### config.mk
export PLATFORM = sky130hd
export DESIGN_NAME = core_lsu
export DESIGN_NICKNAME = d
export VERILOG_FILES = /design/src/rtl/core_lsu.sv
export SDC_FILE = /design/constraint.sdc
export NUM_CORES = 1
export LEC_CHECK = 0
export CORE_MARGIN = 4
export CORE_UTILIZATION = 44
export DETAILED_ROUTE_END_ITERATION = 8
export HOLD_SLACK_MARGIN = 0.06
export PLACE_DENSITY = 0.89
export RECOVER_POWER = 100
export SETUP_SLACK_MARGIN = 0.05
export SYNTH_ARGS = -nofsm -noshare
export SYNTH_HDL_FRONTEND = slang
export SYNTH_SLANG_ARGS = --single-unit
export TNS_END_PERCENT = 10
### constraint.sdc
create_clock -name CLK -period 2.18 [get_ports CLK]
set_input_delay 0.218 -clock CLK [delete_from_list [all_inputs] [get_ports CLK]]
set_output_delay 0.218 -clock CLK [all_outputs]
set_load 0.01 [all_outputs]
### src/rtl/core_lsu.sv
// core_lsu: load/store unit between the core's memory-access stage and the
// data memory port. Turns one load/store request into a word-aligned,
// byte-enabled memory access with a req/ack handshake. Load data comes back
// lane-shifted and sign/zero-extended. Misaligned accesses and memory
// timeouts complete with ERR instead of being issued or waited on forever.
//
// Ports:
//   CLK, RST_N        clock, synchronous active-low reset
//   REQ, ADDR, WDATA  core request, byte address, store source
//   OP_*              one-hot operation select (LB/LH/LW/LBU/LHU/SB/SH/SW)
//   BUSY, DONE, ERR   status, one-cycle completion pulse, error flag
//   RDATA             extended load result, held until the next accept
//   D_REQ .. D_WDATA  registered memory request side
//   D_ACK, D_RDATA    memory acknowledge and read word
module core_lsu #(
  parameter int unsigned TIMEOUT = 255
) (
  input  logic        CLK,
  input  logic        RST_N,
  input  logic        REQ,
  input  logic [31:0] ADDR,
  input  logic [31:0] WDATA,
  input  logic        OP_LB,
  input  logic        OP_LH,
  input  logic        OP_LW,
  input  logic        OP_LBU,
  input  logic        OP_LHU,
  input  logic        OP_SB,
  input  logic        OP_SH,
  input  logic        OP_SW,
  output logic        BUSY,
  output logic        DONE,
  output logic        ERR,
  output logic [31:0] RDATA,
  output logic        D_REQ,
  output logic [31:0] D_ADDR,
  output logic        D_WE,
  output logic [3:0]  D_BE,
  output logic [31:0] D_WDATA,
  input  logic        D_ACK,
  input  logic [31:0] D_RDATA
);

  localparam int unsigned CNT_W = 8;
  localparam logic [CNT_W-1:0] CNT_LAST = CNT_W'(TIMEOUT - 1);

  typedef enum logic [1:0] {IDLE, ACCESS, RESP} state_t;
  typedef enum logic [2:0] {
    OPC_LB, OPC_LH, OPC_LW, OPC_LBU, OPC_LHU, OPC_SB, OPC_SH, OPC_SW
  } op_t;

  state_t           state;
  op_t              op_q;
  logic [1:0]       lo_q;
  logic [CNT_W-1:0] cnt;

  op_t         req_op;
  logic        req_any;
  logic        req_store;
  logic        req_mis;
  logic [3:0]  req_be;
  logic [31:0] req_wd;
  logic [31:0] shifted;
  logic [31:0] load_c;

  // Decode the incoming op: priority pick, alignment, byte enables, lanes.
  always_comb begin
    req_op  = OPC_LB;
    req_any = 1'b1;
    if      (OP_LB)  req_op = OPC_LB;
    else if (OP_LH)  req_op = OPC_LH;
    else if (OP_LW)  req_op = OPC_LW;
    else if (OP_LBU) req_op = OPC_LBU;
    else if (OP_LHU) req_op = OPC_LHU;
    else if (OP_SB)  req_op = OPC_SB;
    else if (OP_SH)  req_op = OPC_SH;
    else if (OP_SW)  req_op = OPC_SW;
    else             req_any = 1'b0;

    req_store = 1'b0;
    req_mis   = 1'b0;
    req_be    = 4'b1111;
    req_wd    = WDATA;
    case (req_op)
      OPC_LB, OPC_LBU: req_be = 4'b0001 << ADDR[1:0];
      OPC_SB: begin
        req_store = 1'b1;
        req_be    = 4'b0001 << ADDR[1:0];
        req_wd    = {4{WDATA[7:0]}};
      end
      OPC_LH, OPC_LHU: begin
        req_mis = ADDR[0];
        req_be  = 4'b0011 << {ADDR[1], 1'b0};
      end
      OPC_SH: begin
        req_store = 1'b1;
        req_mis   = ADDR[0];
        req_be    = 4'b0011 << {ADDR[1], 1'b0};
        req_wd    = {2{WDATA[15:0]}};
      end
      OPC_LW: req_mis = |ADDR[1:0];
      OPC_SW: begin
        req_store = 1'b1;
        req_mis   = |ADDR[1:0];
      end
      default: req_be = 4'b1111;
    endcase
  end

  // Lane-shift and extend the returned word for the latched load type.
  always_comb begin
    shifted = D_RDATA >> {lo_q, 3'b000};
    load_c  = 32'h0;
    case (op_q)
      OPC_LB:  load_c = {{24{shifted[7]}}, shifted[7:0]};
      OPC_LBU: load_c = {24'h0, shifted[7:0]};
      OPC_LH:  load_c = {{16{shifted[15]}}, shifted[15:0]};
      OPC_LHU: load_c = {16'h0, shifted[15:0]};
      OPC_LW:  load_c = shifted;
      default: load_c = 32'h0;
    endcase
  end

  // Transaction FSM with registered outputs.
  always_ff @(posedge CLK) begin
    if (!RST_N) begin
      state   <= IDLE;
      op_q    <= OPC_LB;
      lo_q    <= 2'b00;
      cnt     <= '0;
      BUSY    <= 1'b0;
      DONE    <= 1'b0;
      ERR     <= 1'b0;
      RDATA   <= 32'h0;
      D_REQ   <= 1'b0;
      D_ADDR  <= 32'h0;
      D_WE    <= 1'b0;
      D_BE    <= 4'h0;
      D_WDATA <= 32'h0;
    end else begin
      DONE <= 1'b0;
      case (state)
        IDLE: begin
          if (REQ && req_any) begin
            op_q  <= req_op;
            lo_q  <= ADDR[1:0];
            BUSY  <= 1'b1;
            RDATA <= 32'h0;
            if (req_mis) begin
              state <= RESP;
              DONE  <= 1'b1;
              ERR   <= 1'b1;
            end else begin
              state   <= ACCESS;
              ERR     <= 1'b0;
              cnt     <= '0;
              D_REQ   <= 1'b1;
              D_WE    <= req_store;
              D_ADDR  <= {ADDR[31:2], 2'b00};
              D_BE    <= req_be;
              D_WDATA <= req_wd;
            end
          end
        end
        ACCESS: begin
          // An ack in the final wait cycle still wins over the timeout.
          if (D_ACK) begin
            state <= RESP;
            D_REQ <= 1'b0;
            D_WE  <= 1'b0;
            DONE  <= 1'b1;
            ERR   <= 1'b0;
            RDATA <= load_c;
          end else if (cnt == CNT_LAST) begin
            state <= RESP;
            D_REQ <= 1'b0;
            D_WE  <= 1'b0;
            DONE  <= 1'b1;
            ERR   <= 1'b1;
            RDATA <= 32'h0;
          end else begin
            cnt <= cnt + CNT_W'(1);
          end
        end
        RESP: begin
          state <= IDLE;
          BUSY  <= 1'b0;
        end
        default: begin
          state <= IDLE;
          BUSY  <= 1'b0;
          D_REQ <= 1'b0;
          D_WE  <= 1'b0;
        end
      endcase
    end
  end

endmodule

-- After elaboration in Yosys (flattened, before gate mapping)
Index checks and enable logic that the tools add are counted.
- muxes and demuxes: 54
- reductions and logical operators: 17
- $add $sub $neg: 1
- equality and inequality tests: 19
- bitwise logic cells: 3
- shifts and indexed selects: 3
- operators by type and width (operator ; count):
    $pmux 32 s5 ; 1
    $pmux 32 s2 ; 2
    $mux 32 ; 3
    $mux 8 ; 4
    $shr 32x5->32 ; 1
    $mux 3 ; 8
    $mux 1 ; 23
    $pmux 8 s2 ; 1
    $eq 3x3->1 const B ; 5
    $eq 3x2->1 const B ; 4
    $reduce_or 3->1 ; 3
    $add 8x1->8 const B ; 1
    $eq 8x8->1 const B ; 1
    $mux 2 ; 4
    $ne 2x2->1 const B ; 4
    $pmux 1 s2 ; 4
    $pmux 4 s2 ; 1
    $eq 3x1->1 const B ; 2
    $logic_not 3->1 ; 2
    $pmux 1 s3 ; 2
    $reduce_and 2->1 ; 3
    $reduce_and 3->1 ; 2
    $reduce_and 5->1 ; 1
    $pmux 2 s2 ; 1
    11 further kinds ; 14
- logic and storage cells: 110
- output and inout bits: 105
- register bits after elaboration: 118
- input port bits: 108

-- Depth between registers and ports, before layout
- word-level depth: 14
- mapped depth: 9
- depth with buffers taken out: 7

-- Worst setup path after synthesis
No wires, ideal clock.
- kind: input port to flip-flop
- start: input port OP_LBU
- end: register D_BE[1]
- required time: 2.048 ns
- stages: 8
- library setup time: 0.132 ns
- data arrival time: 1.892 ns
- buffers on the path: 2
- setup slack: 0.156 ns
- cell sequence: or4_1 buf_2 nor3_4 a211o_4 o31ai_4 buf_6 a2111oi_4 nor3_1
- longest elaborated chain between the ends: 9
- elaborated cells between the ends (all ways): 24
- classes of those cells: 7 x eq/ne; 10 x mux; 1 x bitwise; 6 x reduce/logical
- ends and longest elaborated chain (what ; line ; RTL):
    start, declared ; 26 ; input logic OP_LBU,
    $mux 3 ; 73 ; else if (OP_LBU) req_op = OPC_LBU;
    $mux 3 ; 72 ; else if (OP_LW) req_op = OPC_LW;
    $mux 3 ; 71 ; else if (OP_LH) req_op = OPC_LH;
    $mux 3 ; 70 ; if (OP_LB) req_op = OPC_LB;
    $eq 3x3->1 (tied with other cells) ; 84 ; case (req_op)
    $reduce_or 3->1 (no line) / $reduce_or 2->1 (equally long branches) ; n/a ;
    $pmux 1 s2 ; 84 ;
    $not 1->1 (no line) ; n/a ;
    $reduce_and 3->1 (no line) ; n/a ;
    end signal, assigned ; 160 ; D_BE <= req_be;
    end, declared ; 38 ; output logic [3:0] D_BE,
Several ways; a longest one is shown, not always the timed one.
A chain may end at the register's enable or synchronous reset.

-- Final worst setup path
- start: input port OP_LBU
- end: register D_BE[0]
Same word-level chain as after synthesis.

==> flow_summary_export.csv <==
group,metric,value,unit
sta,finalWorstSetupSlack,0.1172,ns
drt,drc_errors,0,
layout,instances_no_fill,1038,
synthesis,yosys.area_share.simple,20.80,%
worst_setup_path,arrival,2.40,ns
die,initial_utilization,44.93,%
grt,grt_antenna_before_repair,0,
worst_setup_path,worstPathMaxFanout,4,
job,max-cap-violations,0,
drt,wl_per_cell,16.52,um
grt,grt_usage,23.80,%
sta,final_hold_viol_count,0,
synthesis,synthAdderAreaFrac,0.4637,%
drt,first_pass_iters,5,
drt,drt-initial-drc-count,486,
clocking,cts-root-buf,"clkbuf_16",
sta,drv_slew,0,
worst_setup_path,crit_chain,"clkdlybuf4s50_1 > or4_4 > buf_4 > nor2_2 > nand2b_1 > buf_4 > a21oi_1 > nor4_1 > nor3_1",
die,die_area,14100,um2
layout,layout_common_cells,"dfxtp_1 (118), clkdlybuf4s50_1 (107), dlygate4sd3_1 (103)",
synthesis,synthMuxAreaShare,5.565,%
clocking,clockBufferDepth,2,
worst_setup_path,crit_path_end_kind,"flip-flop",
min_path,hp-class,"in2reg",
sta,finalHoldWorstSlack,0.3540,ns
die,core,12010,um2
layout,drive_gt1_share,14.14,%
synthesis,synthCells,637,
place,portBuffers,210,
sta,fin_crit_sh,94.63,%
sta,fin_crit,2.063,ns
synthesis,avgSynthCellArea,8.472,um2
synthesis,synth_top_cell_area_share,43.77,%
worst_setup_path,worstPathRequired,2.52,ns
worst_setup_path,critPathLaunchType,"primary input",
die,io_pins,213,
die,rows,40,
clocking,cts_sinks,118,
clocking,cts_tree,"done",
die,die_w,118.7,um
sta,rsz0062_at_grt,"false",
synthesis,synth_edf_count,0,
run_status,status,"finished clean",
layout,n_antenna_cell,0,
clocking,clk_latency,0.41,ns
layout,areaGrowthSynthToFinish,58.94,%
clocking,clk_pin_slew,0.05,ns
place,dp.cells,1002,
synthesis,synth_area,5396,um2
layout,final_common_cell,"dfxtp_1",
synthesis,synth_top_area_cell,"dfxtp_1",
synthesis,ys_seq_elements,118,
worst_setup_path,crit_type,"in2reg",
sta,clock.fmax,484.8,MHz
synthesis,async_flop_share,0,%
synthesis,synth_top_family_by_area,"compound AO/OA/AOI/OAI gates",
grt,grt_max_degree,35,
synthesis,ys_seq_area_share,43.77,%
pwr,powerDensity,734.4,nW/um2
synthesis,synth_area_leaders,"dfxtp_1 (44%), a21oi_1 (7.8%), nand2_1 (7.0%)",
sta,relSlewSlack,64.61,%
worst_setup_path,slowest_delay,0.60,ns
pwr,ir_drop,0.4168,mV
synthesis,synth_compound_area_share,22.75,%
clocking,ctsHtreeMaxLevel,4,
place,pre_cts_slack,-0.4554,ns
synthesis,synthFlopType,"dfxtp_1",
worst_setup_path,slowest_stage,"or4_4",
grt,grt-ovfl-total,0,
clocking,hold_buffers,0,
grt,grt_pass1_vias,5589,
sta,setup_violations,0,
layout,nets,988,
synthesis,synthDistinctLibCells,52,
sta,fin_skew,0.006156,ns
drt,routed_wl,17.15,mm
place,hpwl,12.52,mm
worst_setup_path,path_common_cell,"buf_4",
drt,num_vias,5603,
drt,ant_nets,0,
drt,via_per_inst,5.398,
pwr,power_leakage,0.003496,uW
grt,grt_pass1_wl,27.39,mm
place,gp_congestion,0.8419,
synthesis,synth-warning-count,0,
synthesis,synthXorXnorAreaFrac,1.298,%
die,die_y,118.7,um
sta,worstMarginPinSlew,0.5298,ns
clocking,numCtsBuffers,17,
worst paths after layout:
check        cells past startpoint           to  slack (ns)     start
max reg2reg                      8  D_WDATA[13]        0.29  state[1]
min                              3   D_ADDR[24]        0.35  ADDR[24]
max                              9      D_BE[0]        0.12    OP_LBU
min reg2reg                      2     RDATA[8]        0.45  RDATA[8]
metal layers:
metal  wire (um)  vias to the layer above  track usage, %  part of all wire [%]
met4         667                        0           12.17                   3.9
met3        1231                       61           7.416                   7.2
met2        8475                      241           41.03                    49
li1            -                     2748               -                     -
met1        6774                     2553           26.27                    40
met5           0                        -               0                     0
through the flow:
stage               setup TNS [ns]  instance area, um2  power (uW)  util [%]
global placement            -26.01                7968        3769     66.33
finish                           0                8577        6299     71.41
floorplan                        0                5400        3069         -
detailed placement          -30.74                7968        3804     66.33
global route                     0                8577        6539     71.41
CTS                              0                8546        6372     71.15
logic make-up after synthesis:
group                      after synthesis
xor gates and xnor gates                 8
other                                    1
AOI/OAI and AO/OA                      181
adders and majority gates                2
and+or+nand+nor                        241
muxes                                   29
DFF                                    118
buffers and inverters                   57
power breakdown:
group	switching [uW]	internal, uW
Clock	957	1610
Combinational	648	697
Sequential	84.6	2310
Total	1690	4610
synthesized netlist by cell type, types with 5 or more instances:
master     number
nand2_1       100
buf_6           5
nor3_1         15
nor4_1          6
or2_2           8
nand2b_1        5
mux2_2          8
a211oi_1       40
xor2_1          5
dfxtp_1       118
a21oi_1        84
and2_1          9
buf_2          12
buf_4           5
mux2i_1        21
o21ai_0        14
nor2_1         66
nor2b_1        11
inv_1           7
clkbuf_1       25
o2bb2ai_1      16
a221oi_1       10
registers in the layout (all words and copies together), names as in the netlist:
register,count
D_REQ,1
cnt,8
D_ADDR,30
op_q,3
RDATA,32
ERR,1
D_WE,1
BUSY,1
D_BE,4
lo_q,2
DONE,1
D_WDATA,32
state,2
cell type report:
class | instances | area [um2]
clock buffer | 22 | 464.2
clock inverter | 10 | 80.08
fill | 889 | 3435
inverter | 7 | 26.28
multi-input combinational | 463 | 2795
sequential | 118 | 2362
tap | 147 | 183.9
timing repair buffer | 271 | 2665
worst max-delay path, delay by kind of cell:
family,cells,cell delay (ns)
buffers and inverters,3,0.82
and+or+nand+nor,5,1.07
AOI/OAI and AO/OA,1,0.27
what timing repair did:
| item | 4_1_cts | 5_1_grt |
|---|---|---|
| pin swaps | 0 | 1 |
| gates resized for setup | 3 | 7 |
| setup endpoints to repair | 27 | 62 |
| buffers inserted | 3 | 1 |
Note: power is estimated with default switching activity, not from simulation.
